--- src/rtl/pid_pkg.sv ---
// Constants and the saturation helper shared by the heading-control PID stages.
package pid_pkg;

  localparam logic [4:0] P_COEFF = 5'h08;
  // The D stage applies this coefficient; it is kept here so both stages read one source.
  localparam logic [5:0] D_COEFF = 6'h0B;

  localparam int ERR_W   = 10;
  localparam int DTERM_W = 13;
  localparam int SPD_W   = 12;
  localparam int PTERM_W = 14;
  localparam int ITERM_W = 12;
  localparam int PSUM_W  = 15;

  // Clamp a signed value to the range of a signed field of the given width (width < 16).
  function automatic logic signed [15:0] sat_signed(input logic signed [15:0] value,
                                                    input int width);
    logic signed [15:0] hi;
    logic signed [15:0] lo;
    hi = (16'sd1 <<< (width - 1)) - 16'sd1;
    lo = -hi - 16'sd1;
    if (value > hi)
      sat_signed = hi;
    else if (value < lo)
      sat_signed = lo;
    else
      sat_signed = value;
  endfunction

endpackage

--- src/rtl/pid_integrator.sv ---
// Heading-error integrator: accumulates err_sat on each valid sample, holds on
// overflow and clears whenever the robot is not moving.
module pid_integrator #(
  parameter int INT_W   = 16,
  parameter int I_SHIFT = 4
) (
  input  logic                               clk,
  input  logic                               rst_n,
  input  logic signed [pid_pkg::ERR_W-1:0]   err_sat,
  input  logic                               hdng_vld,
  input  logic                               moving,
  output logic signed [pid_pkg::ITERM_W-1:0] i_term
);
  import pid_pkg::*;

  logic signed [INT_W-1:0] integ_q;
  logic signed [INT_W-1:0] integ_d;
  logic signed [INT_W-1:0] err_ext;
  logic signed [INT_W-1:0] sum;
  logic                    ovf;

  assign err_ext = {{(INT_W - ERR_W){err_sat[ERR_W-1]}}, err_sat};
  assign sum     = integ_q + err_ext;
  // Same-sign operands producing an opposite-sign result means the add wrapped.
  assign ovf     = (integ_q[INT_W-1] == err_ext[INT_W-1]) &&
                   (sum[INT_W-1] != integ_q[INT_W-1]);

  always_comb begin
    integ_d = integ_q;
    if (!moving)
      integ_d = '0;
    else if (hdng_vld && !ovf)
      integ_d = sum;
  end

  always_ff @(posedge clk or negedge rst_n) begin
    if (!rst_n)
      integ_q <= '0;
    else
      integ_q <= integ_d;
  end

  assign i_term = ITERM_W'(integ_q >>> I_SHIFT);

endmodule

--- src/rtl/pid_mix.sv ---
// PID heading mixer: saturates the error for the D stage, sums P+I+D and mixes it with
// forward speed into registered wheel commands. Define PID_PIPE_EN to register PID_div/moving.
module pid_mix #(
  parameter logic [4:0] P_COEFF = pid_pkg::P_COEFF,
  parameter int         INT_W   = 16,
  parameter int         I_SHIFT = 4
) (
  input  logic                               clk,
  input  logic                               rst_n,
  input  logic signed [11:0]                 error,
  input  logic                               hdng_vld,
  input  logic                               moving,
  input  logic        [10:0]                 frwrd_spd,
  input  logic signed [pid_pkg::DTERM_W-1:0] D_term,
  output logic signed [pid_pkg::ERR_W-1:0]   err_sat,
  output logic signed [pid_pkg::SPD_W-1:0]   lft_spd,
  output logic signed [pid_pkg::SPD_W-1:0]   rght_spd
);
  import pid_pkg::*;

  logic signed [PTERM_W-1:0] p_term;
  logic signed [ITERM_W-1:0] i_term;
  logic signed [PSUM_W-1:0]  pid_sum;
  logic signed [11:0]        pid_div;
  logic signed [11:0]        div_eff;
  logic                      mov_eff;
  logic signed [12:0]        lft_raw;
  logic signed [12:0]        rght_raw;
  logic signed [SPD_W-1:0]   lft_sat;
  logic signed [SPD_W-1:0]   rght_sat;
  logic signed [SPD_W-1:0]   lft_q;
  logic signed [SPD_W-1:0]   rght_q;

  assign err_sat = ERR_W'(sat_signed({{4{error[11]}}, error}, ERR_W));

  pid_integrator #(
    .INT_W   (INT_W),
    .I_SHIFT (I_SHIFT)
  ) u_integ (
    .clk      (clk),
    .rst_n    (rst_n),
    .err_sat  (err_sat),
    .hdng_vld (hdng_vld),
    .moving   (moving),
    .i_term   (i_term)
  );

  assign p_term  = $signed({{(PTERM_W - ERR_W){err_sat[ERR_W-1]}}, err_sat}) *
                   $signed({{(PTERM_W - 5){1'b0}}, P_COEFF});
  assign pid_sum = $signed({p_term[PTERM_W-1], p_term}) +
                   $signed({{(PSUM_W - ITERM_W){i_term[ITERM_W-1]}}, i_term}) +
                   $signed({{(PSUM_W - DTERM_W){D_term[DTERM_W-1]}}, D_term});
  assign pid_div = 12'(pid_sum >>> 3);

`ifdef PID_PIPE_EN
  logic signed [11:0] pid_div_q;
  logic               moving_q;

  always_ff @(posedge clk or negedge rst_n) begin
    if (!rst_n) begin
      pid_div_q <= '0;
      moving_q  <= 1'b0;
    end else begin
      pid_div_q <= pid_div;
      moving_q  <= moving;
    end
  end

  assign div_eff = pid_div_q;
  assign mov_eff = moving_q;
`else
  assign div_eff = pid_div;
  assign mov_eff = moving;
`endif

  assign lft_raw  = $signed({2'b00, frwrd_spd}) + $signed({div_eff[11], div_eff});
  assign rght_raw = $signed({2'b00, frwrd_spd}) - $signed({div_eff[11], div_eff});
  assign lft_sat  = SPD_W'(sat_signed({{3{lft_raw[12]}}, lft_raw}, SPD_W));
  assign rght_sat = SPD_W'(sat_signed({{3{rght_raw[12]}}, rght_raw}, SPD_W));

  always_ff @(posedge clk or negedge rst_n) begin
    if (!rst_n) begin
      lft_q  <= '0;
      rght_q <= '0;
    end else begin
      lft_q  <= mov_eff ? lft_sat  : '0;
      rght_q <= mov_eff ? rght_sat : '0;
    end
  end

  assign lft_spd  = lft_q;
  assign rght_spd = rght_q;

endmodule

--- config.mk ---
export PLATFORM = sky130hd
export DESIGN_NAME = pid_mix
export DESIGN_NICKNAME = d
export VERILOG_FILES = /design/src/rtl/pid_pkg.sv /design/src/rtl/pid_integrator.sv /design/src/rtl/pid_mix.sv
export SDC_FILE = /design/constraint.sdc
export NUM_CORES = 1
export LEC_CHECK = 0
export ABC_CLOCK_PERIOD_IN_PS = 4600
export BUFFER_PORTS_ARGS = -buffer_cell sky130_fd_sc_hd__buf_2
export CORE_MARGIN = 2
export CORE_UTILIZATION = 55
export DETAILED_ROUTE_END_ITERATION = 10
export GPL_TIMING_DRIVEN = 0
export PLACE_DENSITY = 0.88
export SLEW_MARGIN = 20
export SYNTH_ARGS = -nofsm -noshare
export SYNTH_HDL_FRONTEND = slang
export SYNTH_HIERARCHICAL = 1
export SYNTH_SLANG_ARGS = --single-unit
export TNS_END_PERCENT = 10
--- constraint.sdc ---
create_clock -name clk -period 4.6 [get_ports clk]
set_input_delay 0.69 -clock clk [delete_from_list [all_inputs] [get_ports clk]]
set_output_delay 0.69 -clock clk [all_outputs]
set_load 0.01 [all_outputs]
==> impl_metrics.py <==
metrics = {
    "status": {
        "status": "finished, violations left",
        "failed_checks": "setup timing",
    },
    "routing": {
        "drt-initial-drc-count": 222,
        "wirelength_mm": 14.3,
        "first_pass_iters": 4,
        "ant_nets": 0,
        "vias": 4632,
        "routedWlPerCell_um": 18.8,
        "via_per_inst": 6.08,
        "drc": 0,
    },
    "logic_synthesis": {
        "synthSimpleGateAreaFrac_pct": 16.6,
        "synth_top_family_by_area": "compound AO/OA/AOI/OAI gates",
        "synth_mux_area_share_pct": 0.645,
        "synth_nets": 656,
        "synth_top_area_cell": "dfrtp_1",
        "synthXorXnorAreaFrac_pct": 7.34,
        "synth_commonest_cells": "nor2_1, ha_1, nand2_1",
        "synth_edf_count": 0,
        "yosysMostFrequentCell": "nor2_1",
        "yosys-top-cells-area": "dfrtp_1, ha_1, fa_1",
        "syn_area_per_cell_um2": 8.51,
        "ys_async_sr_fraction_pct": 100,
        "synth-seq-cells": 40,
        "synth_fa_ha_area_share_pct": 20.7,
        "synth_top_area_share_pct": 21.5,
        "synthesis.area_um2": 4650,
        "ys_warn_count": 6,
        "ys_seq_area_share_pct": 21.5,
        "synth-compound-area-share_pct": 25.5,
        "synth_cell_types": 69,
        "netlist_instances": 547,
        "synth_ff_type": "dfrtp_1",
    },
    "sta": {
        "clock_skew_ps": 12.6,
        "fin_hold_ws_ps": 509,
        "finalSetupViolCount": 21,
        "finalCritPeriodShare_pct": 103,
        "slew-limit-headroom_pct": 38.1,
        "worst_slack_ps": -151,
        "rsz0062_at_grt": "true",
        "worstMarginPinSlew_ps": 928,
        "fmax_mhz": 210,
        "finalHoldViolCount": 0,
        "drv_slew": 0,
        "fin_crit_ps": 4750,
    },
    "global_routing": {
        "grt_util_all_layers_pct": 30.7,
        "first_global_vias": 4588,
        "antenna_found_initial": 0,
        "grt_pass1_wl_mm": 21.9,
        "gr-total-overflow": 0,
        "grt_max_degree": 41,
    },
    "cells_and_area": {
        "synthToLayoutAreaGrowth_pct": 29.5,
        "post-route-util_pct": 73.3,
        "drive_above_1_share_pct": 35.6,
        "antenna_cells": 0,
        "finalInstanceArea_um2": 6020,
        "fillCellCount": 564,
        "nets": 766,
    },
    "critical_path": {
        "path_max_fanout": 8,
        "rr_worst_depth": 18,
        "worstSetupStartpointType": "input port",
        "crit_end": "lft_spd[3]$_DFF_PN0_",
        "critical-path-max-stage-delay_ps": 490,
        "required_ps": 4830,
        "critPathArrivalTime_ps": 4980,
        "path_class": "in -> reg",
        "critPathCaptureType": "flop",
        "r2r_slack_ps": 230,
        "r2r_start": "u_integ/integ_q[7]$_DFFE_PN0P_",
        "cpMaxStageDelayCell": "fa_1",
        "r2r-end": "lft_spd[3]$_DFF_PN0_",
        "crit_start": "error[11]",
        "crit_chain": "clkbuf_16, clkbuf_16, nor2_4, nor2_4, a21oi_4, fa_1, ha_4, o21ai_4, a221oi_2, o21a_1, buf_4, buf_4, nor2_1, ha_2, o21ai_0, o21ai_1, a211oi_2, o21ai_2, nand2_2, a21boi_4, buf_12, a21oi_2",
    },
    "clock_tree": {
        "clk_latency_ps": 310,
        "cts_buffers": 5,
        "root_buffer": "clkbuf_8",
        "cts_buffer_depth": 2,
        "ctsHoldBuffers": 0,
        "clk_pin_slew_ps": 90,
        "cts_num_sinks": 40,
        "cts_max_level": 2,
        "cts_tree": "built",
    },
    "floorplanning": {
        "io_pins": 74,
        "start_util_pct": 56.6,
        "die_x_um": 96.0,
        "die_area_um2": 9210,
        "die_y_um": 96.0,
        "num_rows": 33,
        "fp.coreArea_um2": 8220,
    },
    "place": {
        "dpl_cell_area_um2": 5230,
        "port_buffers": 70,
        "place_congestion": 0.966,
        "dp_hpwl_mm": 9.63,
    },
    "power_and_ir_drop": {
        "vdd_ir_drop_max_uv": 347,
        "pwr-share-seq_pct": 11.1,
        "internal-power_mw": 2.40,
        "p_comb_share_pct": 84.1,
        "clkPwrFrac_pct": 4.9,
        "swShare_pct": 50.5,
        "switchingPower_mw": 2.45,
        "power_leakage_nw": 2.86,
        "p_total_mw": 4.85,
        "powerDensity_nw_per_um2": 804,
    },
    "worst_hold_path": {
        "hp-class": "in -> async",
    },
    "flow_run": {
        "maxCapViolCount": 0,
    },
}
## state kept, by name, indices dropped and copies added, names as in the netlist
name             cells
lft_spd             12
u_integ/integ_q     16
rght_spd            12
## power by group through the flow
stage	registers [mW]	logic [mW]	clock network [mW]
after floorplan	0.581	2.29	0
after global placement	0.538	2.79	0
after detailed placement	0.546	2.95	0
after CTS	0.539	3.62	0.231
after global routing	0.553	4.33	0.249
final	0.538	4.07	0.235
## what timing repair did
item | in CTS | in global routing
pin swaps | 31 | 19
cloned | 1 | 0
endpoints found under the setup margin | 24 | 24
resized for setup | 66 | 21
setup buffers | 25 | 9
## layer usage
| layer | routed length (µm) | part of all wire [%] | global-route usage, % |
|---|---|---|---|
| met4 | 762 | 5.3 | 14.6 |
| met1 | 5020 | 35 | 32.2 |
| met3 | 935 | 6.5 | 5.32 |
| met2 | 7620 | 53 | 58.6 |
| met5 | 0 | 0 | 0 |
## metrics by stage
step	cells	setup TNS (ps)	setup slack [ps]
after floorplan	547	-4840	-281
after global placement	722	-14420	-721
after detailed placement	722	-17300	-866
after CTS	753	-45.7	-16.8
after global routing	762	-4950	-271
final	762	-2300	-151
## logic make-up after synthesis
group                      Yosys count
and+or+nand+nor                    164
AOI/OAI and AO/OA                  158
buffers and inverters               74
adders and majority gates           69
DFF                                 40
xor gates and xnor gates            39
muxes                                3
## layout by cell type, fill, tap and decap left out, drive strengths merged, types with 14 or more instances in the layout
cell type,Yosys,layout
a21oi,53,53
buf,20,125
clkbuf,13,16
dfrtp,40,40
ha,56,56
inv,41,41
nand2,46,46
nand4,14,14
nor2,60,60
o21ai,29,29
xnor2,25,25
xor2,14,14
## area by class of cell
cell class                      instances  area (µm²)  area share (%)
Clock buffer                            5        68.8            1.14
Sequential cell                        40        1000            16.6
Clock inverter                          2        12.5           0.208
Multi-Input combinational cell        433        3730            62.0
Inverter                               41         154            2.55
Buffer                                 31         289            4.80
Tap cell                              105         131            2.18
Timing Repair Buffer                  105         633            10.5
## worst min-delay path by stage
stage / start / to / slack (ps) / depth (start not counted)
6_report: rst_n / lft_spd[9]$_DFF_PN0_ / 510 / 1
3_3_place_gp: u_integ/integ_q[2]$_DFFE_PN0P_ / u_integ/integ_q[2]$_DFFE_PN0P_ / 520 / 1
2_1_floorplan: rst_n / lft_spd[0]$_DFF_PN0_ / 390 / 0
3_5_place_dp: u_integ/integ_q[2]$_DFFE_PN0P_ / u_integ/integ_q[2]$_DFFE_PN0P_ / 520 / 1
4_1_cts: u_integ/integ_q[2]$_DFFE_PN0P_ / u_integ/integ_q[2]$_DFFE_PN0P_ / 540 / 1
5_1_grt: u_integ/integ_q[2]$_DFFE_PN0P_ / u_integ/integ_q[2]$_DFFE_PN0P_ / 560 / 1
## critical path: cells and delay by family
kind            cells  cell delay (ps)
compound gates     10             2040
simple gates        4              360
buf+inv             5              650
fa+ha+maj           3             1240
Power figures use the tool's default switching activity.
